`config.mk`:
```
export PLATFORM = sky130hd
export DESIGN_NAME = cmos_capture_data
export DESIGN_NICKNAME = d
export VERILOG_FILES = /design/src/rtl/cmos_capture_data.sv
export SDC_FILE = /design/constraint.sdc
export NUM_CORES = 1
export LEC_CHECK = 0
export BUFFER_PORTS_ARGS = -buffer_cell sky130_fd_sc_hd__buf_2
export CORE_MARGIN = 2
export CORE_UTILIZATION = 50
export DETAILED_ROUTE_END_ITERATION = 16
export GPL_ROUTABILITY_DRIVEN = 0
export PLACE_DENSITY = 0.74
export SETUP_SLACK_MARGIN = 0.4
export SYNTH_ARGS = -nofsm -noshare
export SYNTH_HDL_FRONTEND = slang
export SYNTH_SLANG_ARGS = --single-unit
```
`constraint.sdc`:
```
create_clock -name cam_pclk -period 1.45 [get_ports cam_pclk]
set_clock_uncertainty 0.15 [all_clocks]
set_input_delay 0.145 -clock cam_pclk [delete_from_list [all_inputs] [get_ports cam_pclk]]
set_output_delay 0.145 -clock cam_pclk [all_outputs]
set_load 0.005 [all_outputs]
```
`src/rtl/cmos_capture_data.sv`:
```
// cmos_capture_data: OV7725 8-bit DVP stream to RGB565 pixel strobes, camera pclk domain only.
// Optional size checking (frame_err) is compiled in when CMOS_LINE_CHECK_EN is defined.
module cmos_capture_data #(
  parameter int WAIT_FRAME = 10,
  parameter int H_PIXEL    = 640,
  parameter int V_PIXEL    = 480
) (
  input  logic        cam_pclk,
  input  logic        sys_rst_n,
  input  logic        cfg_done,
  input  logic        cam_vsync,
  input  logic        cam_href,
  input  logic [7:0]  cam_data,
  output logic        cmos_frame_vsync,
  output logic        cmos_frame_href,
  output logic        cmos_frame_valid,
  output logic [15:0] cmos_frame_data,
  output logic        frame_err
);

  typedef enum logic [1:0] {
    IDLE = 2'd0,
    SKIP = 2'd1,
    RUN  = 2'd2
  } state_t;

  localparam logic [3:0] LAST_SKIP = 4'(WAIT_FRAME - 1);

  state_t      state;
  state_t      state_nxt;
  logic [3:0]  frame_cnt;
  logic [3:0]  frame_cnt_nxt;
  logic        frame_ok;
  logic        frame_ok_nxt;

  logic        vsync_d0;
  logic        vsync_d1;
  logic        href_d0;
  logic        href_d1;
  logic [7:0]  data_d0;
  logic        vs_pos;

  logic        byte_flag;
  logic [7:0]  hi_byte;
  logic [15:0] pix_buf;
  logic        pix_done;
  logic        size_block;

  always_ff @(posedge cam_pclk or negedge sys_rst_n) begin
    if (!sys_rst_n) begin
      vsync_d0 <= 1'b0;
      vsync_d1 <= 1'b0;
      href_d0  <= 1'b0;
      href_d1  <= 1'b0;
      data_d0  <= 8'd0;
    end else begin
      vsync_d0 <= cam_vsync;
      vsync_d1 <= vsync_d0;
      href_d0  <= cam_href;
      href_d1  <= href_d0;
      data_d0  <= cam_data;
    end
  end

  assign vs_pos = vsync_d0 & ~vsync_d1;

  always_ff @(posedge cam_pclk or negedge sys_rst_n) begin
    if (!sys_rst_n) begin
      state     <= IDLE;
      frame_cnt <= 4'd0;
      frame_ok  <= 1'b0;
    end else begin
      state     <= state_nxt;
      frame_cnt <= frame_cnt_nxt;
      frame_ok  <= frame_ok_nxt;
    end
  end

  // frame_ok only rises on a frame edge, so the first frame let through is whole.
  always_comb begin
    state_nxt     = state;
    frame_cnt_nxt = frame_cnt;
    frame_ok_nxt  = frame_ok;
    case (state)
      IDLE: begin
        frame_ok_nxt = 1'b0;
        if (cfg_done) begin
          state_nxt     = SKIP;
          frame_cnt_nxt = 4'd0;
        end
      end
      SKIP: begin
        if (!cfg_done) begin
          state_nxt    = IDLE;
          frame_ok_nxt = 1'b0;
        end else if (vs_pos) begin
          frame_cnt_nxt = frame_cnt + 4'd1;
          if (frame_cnt == LAST_SKIP) begin
            state_nxt    = RUN;
            frame_ok_nxt = 1'b1;
          end
        end
      end
      RUN: begin
        if (!cfg_done) begin
          state_nxt    = IDLE;
          frame_ok_nxt = 1'b0;
        end
      end
      default: begin
        state_nxt    = IDLE;
        frame_ok_nxt = 1'b0;
      end
    endcase
  end

  // First byte of a pair is the high byte; a trailing odd byte is lost when href drops.
  always_ff @(posedge cam_pclk or negedge sys_rst_n) begin
    if (!sys_rst_n) begin
      byte_flag <= 1'b0;
      hi_byte   <= 8'd0;
      pix_buf   <= 16'd0;
      pix_done  <= 1'b0;
    end else if (href_d0) begin
      byte_flag <= ~byte_flag;
      pix_done  <= byte_flag;
      if (!byte_flag) begin
        hi_byte <= data_d0;
      end else begin
        pix_buf <= {hi_byte, data_d0};
      end
    end else begin
      byte_flag <= 1'b0;
      pix_done  <= 1'b0;
    end
  end

  always_ff @(posedge cam_pclk or negedge sys_rst_n) begin
    if (!sys_rst_n) begin
      cmos_frame_vsync <= 1'b0;
      cmos_frame_href  <= 1'b0;
      cmos_frame_valid <= 1'b0;
      cmos_frame_data  <= 16'd0;
    end else begin
      cmos_frame_vsync <= frame_ok & vsync_d1;
      cmos_frame_href  <= frame_ok & href_d1;
      cmos_frame_valid <= frame_ok & pix_done & ~size_block;
      if (pix_done) begin
        cmos_frame_data <= pix_buf;
      end
    end
  end

`ifdef CMOS_LINE_CHECK_EN
  logic [15:0] pix_cnt;
  logic [15:0] line_cnt;
  logic        href_fall;
  logic        line_bad;
  logic        err_pulse;

  assign href_fall  = href_d1 & ~href_d0;
  assign line_bad   = (line_cnt != 16'(V_PIXEL)) && (line_cnt != 16'd0);
  assign size_block = frame_err;

  // A short/long line latches frame_err until the next frame edge; a bad line
  // count found at the frame edge itself only pulses for one cycle.
  always_ff @(posedge cam_pclk or negedge sys_rst_n) begin
    if (!sys_rst_n) begin
      pix_cnt   <= 16'd0;
      line_cnt  <= 16'd0;
      frame_err <= 1'b0;
      err_pulse <= 1'b0;
    end else if (vs_pos) begin
      pix_cnt   <= 16'd0;
      line_cnt  <= 16'd0;
      frame_err <= line_bad;
      err_pulse <= line_bad;
    end else if (href_fall) begin
      pix_cnt  <= 16'd0;
      line_cnt <= line_cnt + 16'd1;
      if (pix_cnt != 16'(H_PIXEL)) begin
        frame_err <= 1'b1;
        err_pulse <= 1'b0;
      end else if (err_pulse) begin
        frame_err <= 1'b0;
        err_pulse <= 1'b0;
      end
    end else begin
      if (href_d0 && byte_flag) begin
        pix_cnt <= pix_cnt + 16'd1;
      end
      if (err_pulse) begin
        frame_err <= 1'b0;
        err_pulse <= 1'b0;
      end
    end
  end
`else
  logic unused_params;

  assign unused_params = ^{16'(H_PIXEL), 16'(V_PIXEL)};
  assign size_block    = 1'b0;
  assign frame_err     = 1'b0;
`endif

endmodule

```
# After elaboration in Yosys (flattened, before gate mapping)
# Index checks and enable logic that the tools add are counted.
# word_totals
register_bits	64
out_inout_bits	20
mem_bits_ro	0
latch_bits	0
inputBits	13
memories	0
ram_bits	0
# classes
n_eq_ne	9
div	0
shift	0
order_cmp	0
n_addsub	1
mux	17
n_reduce_logical	7
mul	0
bitwise_logic	6
# ops
cell	n
$mux W4	3
$mux W2	5
$ne A2 B2 Y1 const B	4
$pmux W4 S2	1
$reduce_and A4 Y1	2
$mux W1	6
$ne A3 B3 Y1 const B	2
$pmux W2 S3	1
$add A4 B1 Y4 const B	1
$and A1 B1 Y1	4
$eq A4 B4 Y1 const B	1
$reduce_and A2 Y1	2
$reduce_and A3 Y1	1
$eq A2 B1 Y1 const B	1
$eq A2 B2 Y1 const B	1
$logic_not A2 Y1	1
$not A1 Y1	2
$pmux W1 S2	1
$reduce_bool A2 Y1	1

# Depth between registers and ports, before layout
# logic_depth
ltp_word	5
depth_mapped	5
ltp_nobuf	5

# Least setup slack after synthesis
# Ideal clock, no wire load.
# synth_path
kind	register to register
from	register href_d0
to	register pix_buf[10]
required_ns	1.175
arrival_ns	1.147
stages_incl_launch_ff	4
slack_ns	0.029
path_buffers	1
cell_sequence	dfrtp_1 > nand2_1 > buf_2 > mux2_2
# synth_between
elab_chain_len	1
# synth_lines
item	line_no	rtl
from (decl)	38	logic href_d0;
from (signal assigned)	59	href_d0 <= cam_href;
$reduce_and A2 Y1 (no line)	-	
to (signal assigned)	130	pix_buf <= {hi_byte, data_d0};
to (decl)	45	logic [15:0] pix_buf;
# Every way passes these cells.
# A chain may end at the register's enable or synchronous reset.

# Final worst setup path
# layout_path
from	register frame_cnt[1]
to	register frame_cnt[2]
# layout_between
elab_chain_len	4
# layout_lines
item	line_no	rtl
from (decl)	31	logic [3:0] frame_cnt;
from (signal assigned)	74	frame_cnt <= frame_cnt_nxt;
$add A4 B1 Y4	97	frame_cnt_nxt = frame_cnt + 4'd1;
$mux W4	96	end else if (vs_pos) begin
$mux W4	93	if (!cfg_done) begin
$pmux W4 S2	84	case (state)
# Every way passes these cells. The select of a mux whose other input is x is not followed.

==> summary.md <==
| Metric | Value |
|---|---|
| Die width | `72.6 um` |
| P per Cell Area | `1540 nW/um^2` |
| Failing checks | `setup timing` |
| CP required | `~1.5 ns` |
| CTS buffer count | `9` |
| Vias in the first global route | `1563` |
| Post-Synthesis Net Count | `164` |
| CTS max path bufs | `2` |
| Insertion delay to the later sink of the worst-skew pair | `about 0.34 ns` |
| First-pass GRT wire length | `between 8 and 9 mm` |
| Post-synthesis sequential area ratio | `roughly 70%` |
| Max-slew violation count | `0` |
| RSZ-0062 raised after global routing | `yes` |
| Hold WS | `around 0.055 ns` |
| Cell variety after synth | `24` |
| # diodes | `0` |
| Sum of negative setup slack | `-0.0261 ns` |
| Fin crit share | `102%` |
| Area grow syn2layout | `43.1%` |
| Hold Path Class | `input port to register` |
| Final hold violations | `0` |
| FF+latch count, synth | `64` |
| Gr usage total | `22.0%` |
| Sw power | `between 1 and 1.5 mW` |
| Overall power | `just over 5 mW` |
| Syn Area/Cell | `about 16 sq um` |
| Pre-CTS setup slack | `0.0305 ns` |
| Site row count | `24` |
| Wire per inst | `18.7 um` |
| GRT overflow | `0` |
| Non-filler cells, final | `280` |
| Cell-internal power | `3.95 mW` |
| Largest net degree at the start of global routing | `65` |
| Max_cap viols | `0` |
| H-tree depth | `3` |
| Leak | `1.65 nW` |
| Die area | `5280 sq um` |
| Worst Slack Setup Final | `-0.0261 ns` |
| Synth top area share | `about two thirds` |
| Post-Syn Area | `2360 sq um` |
| Clock Power Share | `33.2%` |
| WP data arrival | `between 1.5 and 2 ns` |
| Synth area leaders | `dfrtp_1, mux2_2, nand2b_4, buf_2, ha_1` |
| Post-DP Area | `2690 sq um` |
| YS warnings | `0` |
| IO Count | `33` |
| Fraction of final layout cells sized beyond drive strength 1 | `58.8%` |
| VDD IR max | `0.829 mV` |
| Sw Share | `23.9%` |
| Final setup violation count | `1` |
| Input/output buffers | `31` |
| Die height | `72.6 um` |
| Nets@finish | `approximately 240` |
| Clock slew at reported path FFs | `0.07 ns` |
| CP startpoint kind | `register` |
| Synth area leader | `dfrtp_1` |
| Hpwl dp | `2.55 mm` |
| CTS tree | `built` |
| Core area | `4440 sq um` |
| Sequential fraction of design power | `45.0%` |
| Fin util | `75.9%` |
| Via count | `between 1k and 1.5k` |
| Post-Syn Instances | `about 150` |
| Initial antenna violation count | `0` |
| Status | `complete, but fails checks` |
| Root buffer cell | `clkbuf_8` |
| WS Path Type | `register to register` |
| Initial DRC Count | `73` |
| CP endpoint kind | `register` |
| Final WL | `about 5.2 mm` |
| Final instance area | `approximately 3400 sq um` |
| Crit path max fanout | `3` |
| Post-DRT Antenna Nets | `0` |
| Sink Count | `64` |
| Post-DR vias/cell | `around 5.3` |
| Post-route DRC | `0` |
| Starting Density | `53.0%` |
| DP Cell Count | `231` |
| Combinational power share | `21.8%` |
| Clock period minus worst slack | `1.48 ns` |
| First-pass iteration count of the detailed router | `4` |
| Fmax | `677 MHz` |
==> sequential cells by signal, summed over array words and instances (netlist names), 2 cells and up <==
register / count
pix_buf: 16
cmos_frame_data: 16
hi_byte: 8
frame_cnt: 4
state: 2
data_d0: 8
==> synth_stat cells <==
cell type   n
dfrtp_1    64
mux2_2     40
buf_2       5
nand3_1     4
nor2b_1     4
and2_1      3
o21a_1      3
a21oi_1     2
ha_1        2
inv_1       2
mux2i_1     2
nand2_1     2
nand2b_4    2
nand4b_1    2
nor2_1      2
o211ai_1    2
and2b_2     1
buf_4       1
conb_1      1
nand3b_1    1
nand4_1     1
nor3_1      1
or2b_2      1
or4_1       1
==> routing by layer <==
metal / vias up / track usage [%] / share of wire [%]
met1: 760 / 27.6 / 43
met3: 21 / 8.56 / 4.4
met5: - / 0 / 0
met4: 0 / 9.88 / 2.4
li1: 659 / - / -
met2: 47 / 33.9 / 50
==> worst max-delay path: stages, from the launching register on <==
cell and delay (ns):
dfrtp_1 0.41, buf_6 0.14, buf_6 0.11, ha_4 0.15, nand3b_1 0.12, a21oi_2 0.08
mux2i_1 0.21
==> path summary, 6_finish.rpt <==
path | start | slack [ns] | cells after the start | to
min reg2reg | vsync_d0 | 0.33 | 0 | vsync_d1
min | cfg_done | 0.05 | 4 | state[0]
max reg2reg | frame_cnt[1] | -0.03 | 6 | frame_cnt[2]
min in group asynchronous | sys_rst_n | 0.18 | 3 | frame_cnt[3]
max in group asynchronous | sys_rst_n | 0.67 | 3 | href_d0
max | frame_cnt[1] | -0.03 | 6 | frame_cnt[2]
==> power by group through the flow <==
stage / combinational [mW] / sequential (mW) / clock (mW)
after floorplan: 0.443 / 2.32 / 0
after global placement: 0.708 / 2.32 / 0
after detailed placement: 0.741 / 2.35 / 0
after CTS: 1.08 / 2.32 / 1.74
after global routing: 1.21 / 2.37 / 1.83
final: 1.13 / 2.34 / 1.72
==> cell families after synthesis <==
family	share of synthesized area (%)
flip-flops	68.0
other	0.159
AND/OR/NAND/NOR	7.12
multiplexers	20.0
adder cells (fa/ha/maj)	1.06
AO/OA/AOI/OAI	2.02
buffers and inverters	1.70
==> area by class of cell <==
cell class	count	area, sq um
Sequential cell	64	1610
Multi-Input combinational cell	77	947
Fill cell	279	1070
Clock buffer	12	155
Timing Repair Buffer	70	524
Tap cell	52	65.1
Inverter	2	7.51
Clock inverter	3	65.1
==> repair_timing <==
item,CTS,global route
pin swaps,8,5
gates cloned,2,0
hold buffers,12,0
setup endpoints to repair,67,67
buffers inserted,17,3
resized for setup,36,12
hold endpoints to repair,76,0
==> cells in the final DEF, fill, tap and decap left out, drive strengths merged <==
cell         count
bufinv           2
nand2            2
nand2b           2
clkinv           1
mux2            40
conb             1
nor2b            4
clkbuf          12
dlygate4sd3     12
o21a             3
a21oi            2
or4              1
ha               2
mux2i            2
and2             3
nor2             2
inv              2
nor3             1
nand3            4
nand3b           1
dfrtp           64
and2b            1
nand4b           2
or2b             1
o211ai           2
buf             58
nand4            1
(Power assumes the default switching activity.)
